==> src/rtl/pulse_xfer_arbiter_pkg.sv <==
// pulse_xfer_arbiter_pkg
// Shared definitions for the pulse-crossing arbiter slice: FSM state
// encoding, default sizing parameters and the fixed xfer_id width.
package pulse_xfer_arbiter_pkg;

  localparam int N_REQ_DEF   = 4;
  localparam int TIMEOUT_DEF = 15;
  localparam int ID_W        = 2;

  typedef enum logic [1:0] {
    ST_IDLE      = 2'd0,
    ST_ISSUE     = 2'd1,
    ST_WAIT_BUSY = 2'd2,
    ST_WAIT_DONE = 2'd3
  } state_e;

endpackage

==> src/rtl/pulse_xfer_arbiter_rr_select.sv <==
// rr_select
// Combinational round-robin pick over the pending vector.
// Ports:
//   pending : request bits waiting for service
//   rr_ptr  : index searched first
//   valid   : at least one pending bit is set
//   index   : first pending index in order rr_ptr, rr_ptr+1, ... mod N_REQ
module rr_select
  import pulse_xfer_arbiter_pkg::*;
#(
  parameter int N_REQ = N_REQ_DEF,
  parameter int IDX_W = (N_REQ > 1) ? $clog2(N_REQ) : 1
) (
  input  logic [N_REQ-1:0] pending,
  input  logic [IDX_W-1:0] rr_ptr,
  output logic             valid,
  output logic [IDX_W-1:0] index
);

  // Scan from the farthest offset back toward rr_ptr so the nearest hit wins.
  always_comb begin
    int cand;
    valid = 1'b0;
    index = '0;
    cand  = 0;
    for (int k = N_REQ - 1; k >= 0; k--) begin
      cand = (int'(rr_ptr) + k) % N_REQ;
      if (pending[IDX_W'(cand)]) begin
        valid = 1'b1;
        index = IDX_W'(cand);
      end else begin
        valid = valid;
        index = index;
      end
    end
  end

endmodule

==> src/rtl/pulse_xfer_arbiter.sv <==
// pulse_xfer_arbiter
// Shares one pulse-crossing channel between N_REQ requesters. Requests are
// collected into pending bits, served round-robin one at a time: issue a
// pulse, wait for the channel busy flag to rise (bounded by TIMEOUT), then
// wait for it to fall and report completion to the served requester.
// Ports:
//   clk, rst_n  : clock, synchronous active-low reset
//   req_pulse   : one-cycle request per requester
//   clr_err     : clears sticky overflow/timeout
//   xfer_busy   : channel in-flight flag
//   xfer_pulse  : one-cycle pulse into the channel
//   xfer_id     : requester being served
//   grant_done  : one-cycle completion per requester
//   pending     : queued request bits
//   overflow    : sticky, request hit an already pending bit
//   timeout     : sticky, busy never rose after a pulse
module pulse_xfer_arbiter
  import pulse_xfer_arbiter_pkg::*;
#(
  parameter int N_REQ   = N_REQ_DEF,
  parameter int TIMEOUT = TIMEOUT_DEF
) (
  input  logic             clk,
  input  logic             rst_n,
  input  logic [N_REQ-1:0] req_pulse,
  input  logic             clr_err,
  input  logic             xfer_busy,
  output logic             xfer_pulse,
  output logic [ID_W-1:0]  xfer_id,
  output logic [N_REQ-1:0] grant_done,
  output logic [N_REQ-1:0] pending,
  output logic [N_REQ-1:0] overflow,
  output logic             timeout
);

  localparam int IDX_W = (N_REQ > 1) ? $clog2(N_REQ) : 1;
  localparam int CNT_W = $clog2(TIMEOUT + 1);

  state_e             state_r, state_s;
  logic [IDX_W-1:0]   rr_ptr_r, rr_ptr_s;
  logic [N_REQ-1:0]   pending_r, pending_s;
  logic [N_REQ-1:0]   overflow_r, overflow_s;
  logic               timeout_r, timeout_s;
  logic [CNT_W-1:0]   cnt_r, cnt_s;
  logic [ID_W-1:0]    xfer_id_r, xfer_id_s;
  logic               xfer_pulse_r, xfer_pulse_s;
  logic [N_REQ-1:0]   grant_done_r, grant_done_s;
  logic [N_REQ-1:0]   clr_mask_s;
  logic               tmo_set_s;
  logic               sel_valid_s;
  logic [IDX_W-1:0]   sel_idx_s;

  rr_select #(
    .N_REQ (N_REQ),
    .IDX_W (IDX_W)
  ) u_rr_select (
    .pending (pending_r),
    .rr_ptr  (rr_ptr_r),
    .valid   (sel_valid_s),
    .index   (sel_idx_s)
  );

  // Next-state and next-value logic for the FSM and its datapath.
  always_comb begin
    state_s      = state_r;
    rr_ptr_s     = rr_ptr_r;
    xfer_id_s    = xfer_id_r;
    cnt_s        = cnt_r;
    clr_mask_s   = '0;
    tmo_set_s    = 1'b0;
    grant_done_s = '0;
    xfer_pulse_s = 1'b0;
    case (state_r)
      ST_IDLE: begin
        if (sel_valid_s) begin
          clr_mask_s = N_REQ'(1'b1) << sel_idx_s;
          xfer_id_s  = ID_W'(sel_idx_s);
          rr_ptr_s   = (sel_idx_s == IDX_W'(N_REQ - 1)) ? '0 : sel_idx_s + IDX_W'(1);
          state_s    = ST_ISSUE;
        end else begin
          state_s = ST_IDLE;
        end
      end
      ST_ISSUE: begin
        // The pulse is registered, so it is seen during the first WAIT_BUSY cycle.
        xfer_pulse_s = 1'b1;
        cnt_s        = '0;
        state_s      = ST_WAIT_BUSY;
      end
      ST_WAIT_BUSY: begin
        if (xfer_busy) begin
          state_s = ST_WAIT_DONE;
        end else if (cnt_r >= CNT_W'(TIMEOUT - 1)) begin
          // Count reaches TIMEOUT on this edge and is held there.
          cnt_s     = CNT_W'(TIMEOUT);
          tmo_set_s = 1'b1;
          state_s   = ST_IDLE;
        end else begin
          cnt_s = cnt_r + CNT_W'(1);
        end
      end
      ST_WAIT_DONE: begin
        if (!xfer_busy) begin
          grant_done_s = N_REQ'(1'b1) << xfer_id_r;
          state_s      = ST_IDLE;
        end else begin
          state_s = ST_WAIT_DONE;
        end
      end
      default: begin
        state_s = ST_IDLE;
      end
    endcase

    // A new request on the bit being selected survives the clear.
    pending_s  = (pending_r & ~clr_mask_s) | req_pulse;
    overflow_s = (req_pulse & pending_r & ~clr_mask_s) | (clr_err ? '0 : overflow_r);
    timeout_s  = tmo_set_s | (clr_err ? 1'b0 : timeout_r);
  end

  // State and output registers with synchronous active-low reset.
  always_ff @(posedge clk) begin
    if (!rst_n) begin
      state_r      <= ST_IDLE;
      rr_ptr_r     <= '0;
      pending_r    <= '0;
      overflow_r   <= '0;
      timeout_r    <= 1'b0;
      cnt_r        <= '0;
      xfer_id_r    <= '0;
      xfer_pulse_r <= 1'b0;
      grant_done_r <= '0;
    end else begin
      state_r      <= state_s;
      rr_ptr_r     <= rr_ptr_s;
      pending_r    <= pending_s;
      overflow_r   <= overflow_s;
      timeout_r    <= timeout_s;
      cnt_r        <= cnt_s;
      xfer_id_r    <= xfer_id_s;
      xfer_pulse_r <= xfer_pulse_s;
      grant_done_r <= grant_done_s;
    end
  end

  assign xfer_pulse = xfer_pulse_r;
  assign xfer_id    = xfer_id_r;
  assign grant_done = grant_done_r;
  assign pending    = pending_r;
  assign overflow   = overflow_r;
  assign timeout    = timeout_r;

endmodule

==> config.mk <==
export PLATFORM = sky130hd
export DESIGN_NAME = pulse_xfer_arbiter
export DESIGN_NICKNAME = d
export VERILOG_FILES = /design/src/rtl/pulse_xfer_arbiter_pkg.sv /design/src/rtl/pulse_xfer_arbiter_rr_select.sv /design/src/rtl/pulse_xfer_arbiter.sv
export SDC_FILE = /design/constraint.sdc
export NUM_CORES = 1
export LEC_CHECK = 0
export CORE_MARGIN = 1
export CORE_UTILIZATION = 48
export CTS_BUF_LIST = sky130_fd_sc_hd__clkbuf_4 sky130_fd_sc_hd__clkbuf_8 sky130_fd_sc_hd__clkbuf_16
export DETAILED_ROUTE_END_ITERATION = 16
export GPL_TIMING_DRIVEN = 0
export PLACE_DENSITY_LB_ADDON = 0.15
export SKIP_LAST_GASP = 1
export SYNTH_ARGS = -nofsm -noshare
export SYNTH_HDL_FRONTEND = slang
export SYNTH_SLANG_ARGS = --single-unit
==> constraint.sdc <==
create_clock -name clk -period 2.1 [get_ports clk]
set_input_delay 0.42 -clock clk [delete_from_list [all_inputs] [get_ports clk]]
set_output_delay 0.42 -clock clk [all_outputs]
set_load 0.05 [all_outputs]
==> flow_metrics.py, run 1 <==
metrics = {
    "outcome": {
        "outcome": "finished clean",
    },
    "global_route": {
        "grt_usage": 0.1898,
        "grt_pass1_vias": 773,
        "grt_max_degree": 14,
        "grt_pass1_wl_um": 3360,
        "overflow": 0,
        "grt_antenna_before_repair": 0,
    },
    "cells_and_area": {
        "drive_gt1_frac": 0.07857,
        "fin_nets": 155,
        "area_delta_synth_final_pct": 29.14,
        "n_antenna_cell": 0,
        "fin_cells": 167,
    },
    "sta": {
        "fin_skew_ns": 0.006940,
        "whs_ns": 0.3492,
        "fin_crit_sh": 0.9794,
        "fin_crit_ns": 2.057,
        "setup_viol": 0,
        "fin_setup_tns_ns": 0,
        "worstMarginPinSlew_ns": 0.5130,
        "rsz0062_at_grt": "true",
        "max_slew_margin": 0.6569,
        "max_freq_ghz": 0.4862,
        "drv_slew": 0,
        "worst_slack_ns": 0.04319,
        "finalHoldViolCount": 0,
    },
    "detailed_routing": {
        "drt_iter0_drc": 9,
        "ant_nets": 0,
        "wire_per_inst_um": 12.28,
        "first_pass_iters": 4,
        "wl_um": 2050,
        "drc": 0,
        "drt-vias-per-instance": 5.263,
        "num_vias": 879,
    },
    "floorplan": {
        "dieArea_um2": 2364,
        "io_pins": 24,
        "die_y_um": 48.63,
        "initial_core_util": 0.5213,
        "die_w_um": 48.63,
        "core-area_um2": 2002,
        "placementRows": 16,
    },
    "synth": {
        "synth_top_flop_cell": "dfxtp_1",
        "yosys_warnings": 0,
        "synth-edff-count": 0,
        "avgSynthCellArea_um2": 9.154,
        "synthArstFlopShare": 0,
        "synthTopCellsByArea": "dfxtp_1, ha_1, nor2_1, a21boi_0, inv_1",
        "yosys.cell_count.top_type": "dfxtp_1",
        "syn-num-nets": 128,
        "yosys.cell_types.count": 31,
        "seq_area_frac_synth": 0.4604,
        "synthTopCellsByCount": "dfxtp_1, nor2_1, inv_1, ha_1",
        "synth_area_um2": 1044,
        "synth_cells": 114,
        "synth_top_area_share": 0.4604,
        "synth_top_cell_by_area": "dfxtp_1",
        "synth-seq-cells": 24,
    },
    "pwr": {
        "pwr-share-seq": 0.491,
        "p_sw_uw": 384.2,
        "combinationalPowerShare": 0.287,
        "p_sw_frac": 0.3458,
        "peakVddDrop_mv": 0.5600,
        "p_clk_frac": 0.222,
        "internal_power_uw": 727.0,
        "leakage_nw": 0.5203,
        "finalPower_mw": 1.111,
        "power_density_nw_per_um2": 824.7,
    },
    "worst_setup_path": {
        "critPathLaunchType": "flip-flop",
        "crit_path_end_kind": "primary output",
        "slowest_delay_ns": 0.84,
        "crit_slowest_cell": "clkdlybuf4s50_1",
        "crit_buf_inv": 1,
        "critPathTopFamily": "buffers and inverters",
        "critPathArrivalTime_ns": 1.64,
        "crit_type": "flip-flop to primary output",
        "path_max_fanout": 6,
        "crit_chain": "clkdlybuf4s50_1",
        "crit_required_ns": 1.68,
    },
    "clock_network": {
        "cts_buffers": 3,
        "cts_root_buffer": "clkbuf_4",
        "cts_hold_buf": 0,
        "clk_path_buf_depth": 2,
        "worstSkewPairLatency_ns": 0.32,
        "path_clk_slew_ns": 0.13,
        "htree_levels": 1,
        "tritoncts": "built",
        "clock-sinks": 24,
    },
    "placed_design": {
        "globalplace.congestion": 0.7462,
        "place_inst": 163,
        "post-place-ws_ns": 0.09609,
        "numPortBuffers": 22,
        "place_hpwl_um": 1488,
    },
    "min_path": {
        "hold_class": "input port to flip-flop",
    },
    "job": {
        "drv_cap": 0,
    },
}
[cell usage in the layout, fill, tap and decap left out, drive strengths merged, types with 2 or more instances in the layout]
cell type,n
nand3,3
nor3b,2
nor3,6
dfxtp,24
a21boi,5
nor2b,5
nand2,5
o21ai,3
nor2,19
ha,6
a21oi,5
clkbuf,5
inv,9
a32o,2
a22oi,4
clkdlybuf4s50,22
o22ai,2
o32ai,2
[layer usage]
| layer | GRT usage | vias to the layer above | wire [um] |
|---|---|---|---|
| li1 | - | 456 | - |
| met1 | 0.2133 | 400 | 967 |
| met2 | 0.3194 | 18 | 971 |
| met3 | 0.05975 | 5 | 75 |
| met4 | 0.09804 | 0 | 36 |
| met5 | 0 | - | 0 |
[stage by stage]
step / util / instance area [um^2]
final: 0.6731 / 1348
after global routing: 0.6731 / 1348
after CTS: 0.6663 / 1334
after detailed placement: 0.6481 / 1297
after global placement: 0.6481 / 1297
after floorplan: - / 1044
[sequential cells by signal, indices dropped and copies added, names as in the netlist, 2 cells and up]
register / count
xfer_id: 2
overflow: 4
rr_ptr_r: 2
grant_done: 4
cnt_r: 4
pending: 4
state_r: 2
[cells by family (layout without fill, tap and decap cells)]
logic type | after synthesis | after routing | share of synthesized area
AND/OR/NAND/NOR | 43 | 43 | 0.2110
AO/OA/AOI/OAI | 28 | 28 | 0.1967
flip-flops | 24 | 24 | 0.4604
buffers and inverters | 12 | 38 | 0.05035
adder cells (fa/ha/maj) | 6 | 6 | 0.07194
multiplexers | 1 | 1 | 0.009593
[power groups by stage]
stage,sequential [mW],clock [mW],combinational [mW]
2_1_floorplan,0.617,0,0.152
3_3_place_gp,0.551,0,0.304
3_5_place_dp,0.554,0,0.309
4_1_cts,0.543,0.250,0.311
5_1_grt,0.553,0.273,0.347
6_report,0.546,0.247,0.318
[final cells by class]
type	count	area (um^2)
multi-input cells	78	524.3
flip-flops and latches	24	480.5
fillers	165	654.4
well taps	27	33.78
repair buffers	22	220.2
inverters	10	37.54
plain buffers	2	15.01
clock buffers	4	36.28
[final timing paths]
| kind | cells after the start | from | slack [ns] | to |
|---|---|---|---|---|
| worst max-delay path | 1 | pending[1] | 0.04 | pending[1] |
| worst max register to register | 8 | pending[1] | 0.18 | overflow[3] |
| worst min-delay path | 2 | rst_n | 0.35 | rr_ptr_r[0] |
| worst min register to register | 1 | xfer_id[0] | 0.48 | grant_done[2] |
[repair_timing]
action                                  4_1_cts  5_1_grt
resized for setup                             0        2
buffers inserted                              0        0
endpoints found under the setup margin        0        5
Power figures use the tool's default switching activity.
==> run 2, diff against run 1 <==
- CTS_BUF_LIST: sky130_fd_sc_hd__clkbuf_4 sky130_fd_sc_hd__clkbuf_8 sky130_fd_sc_hd__clkbuf_16 -> not set
==> results of run 2 <==
No change in the layout: final DEF, timing and power equal those of run 1.
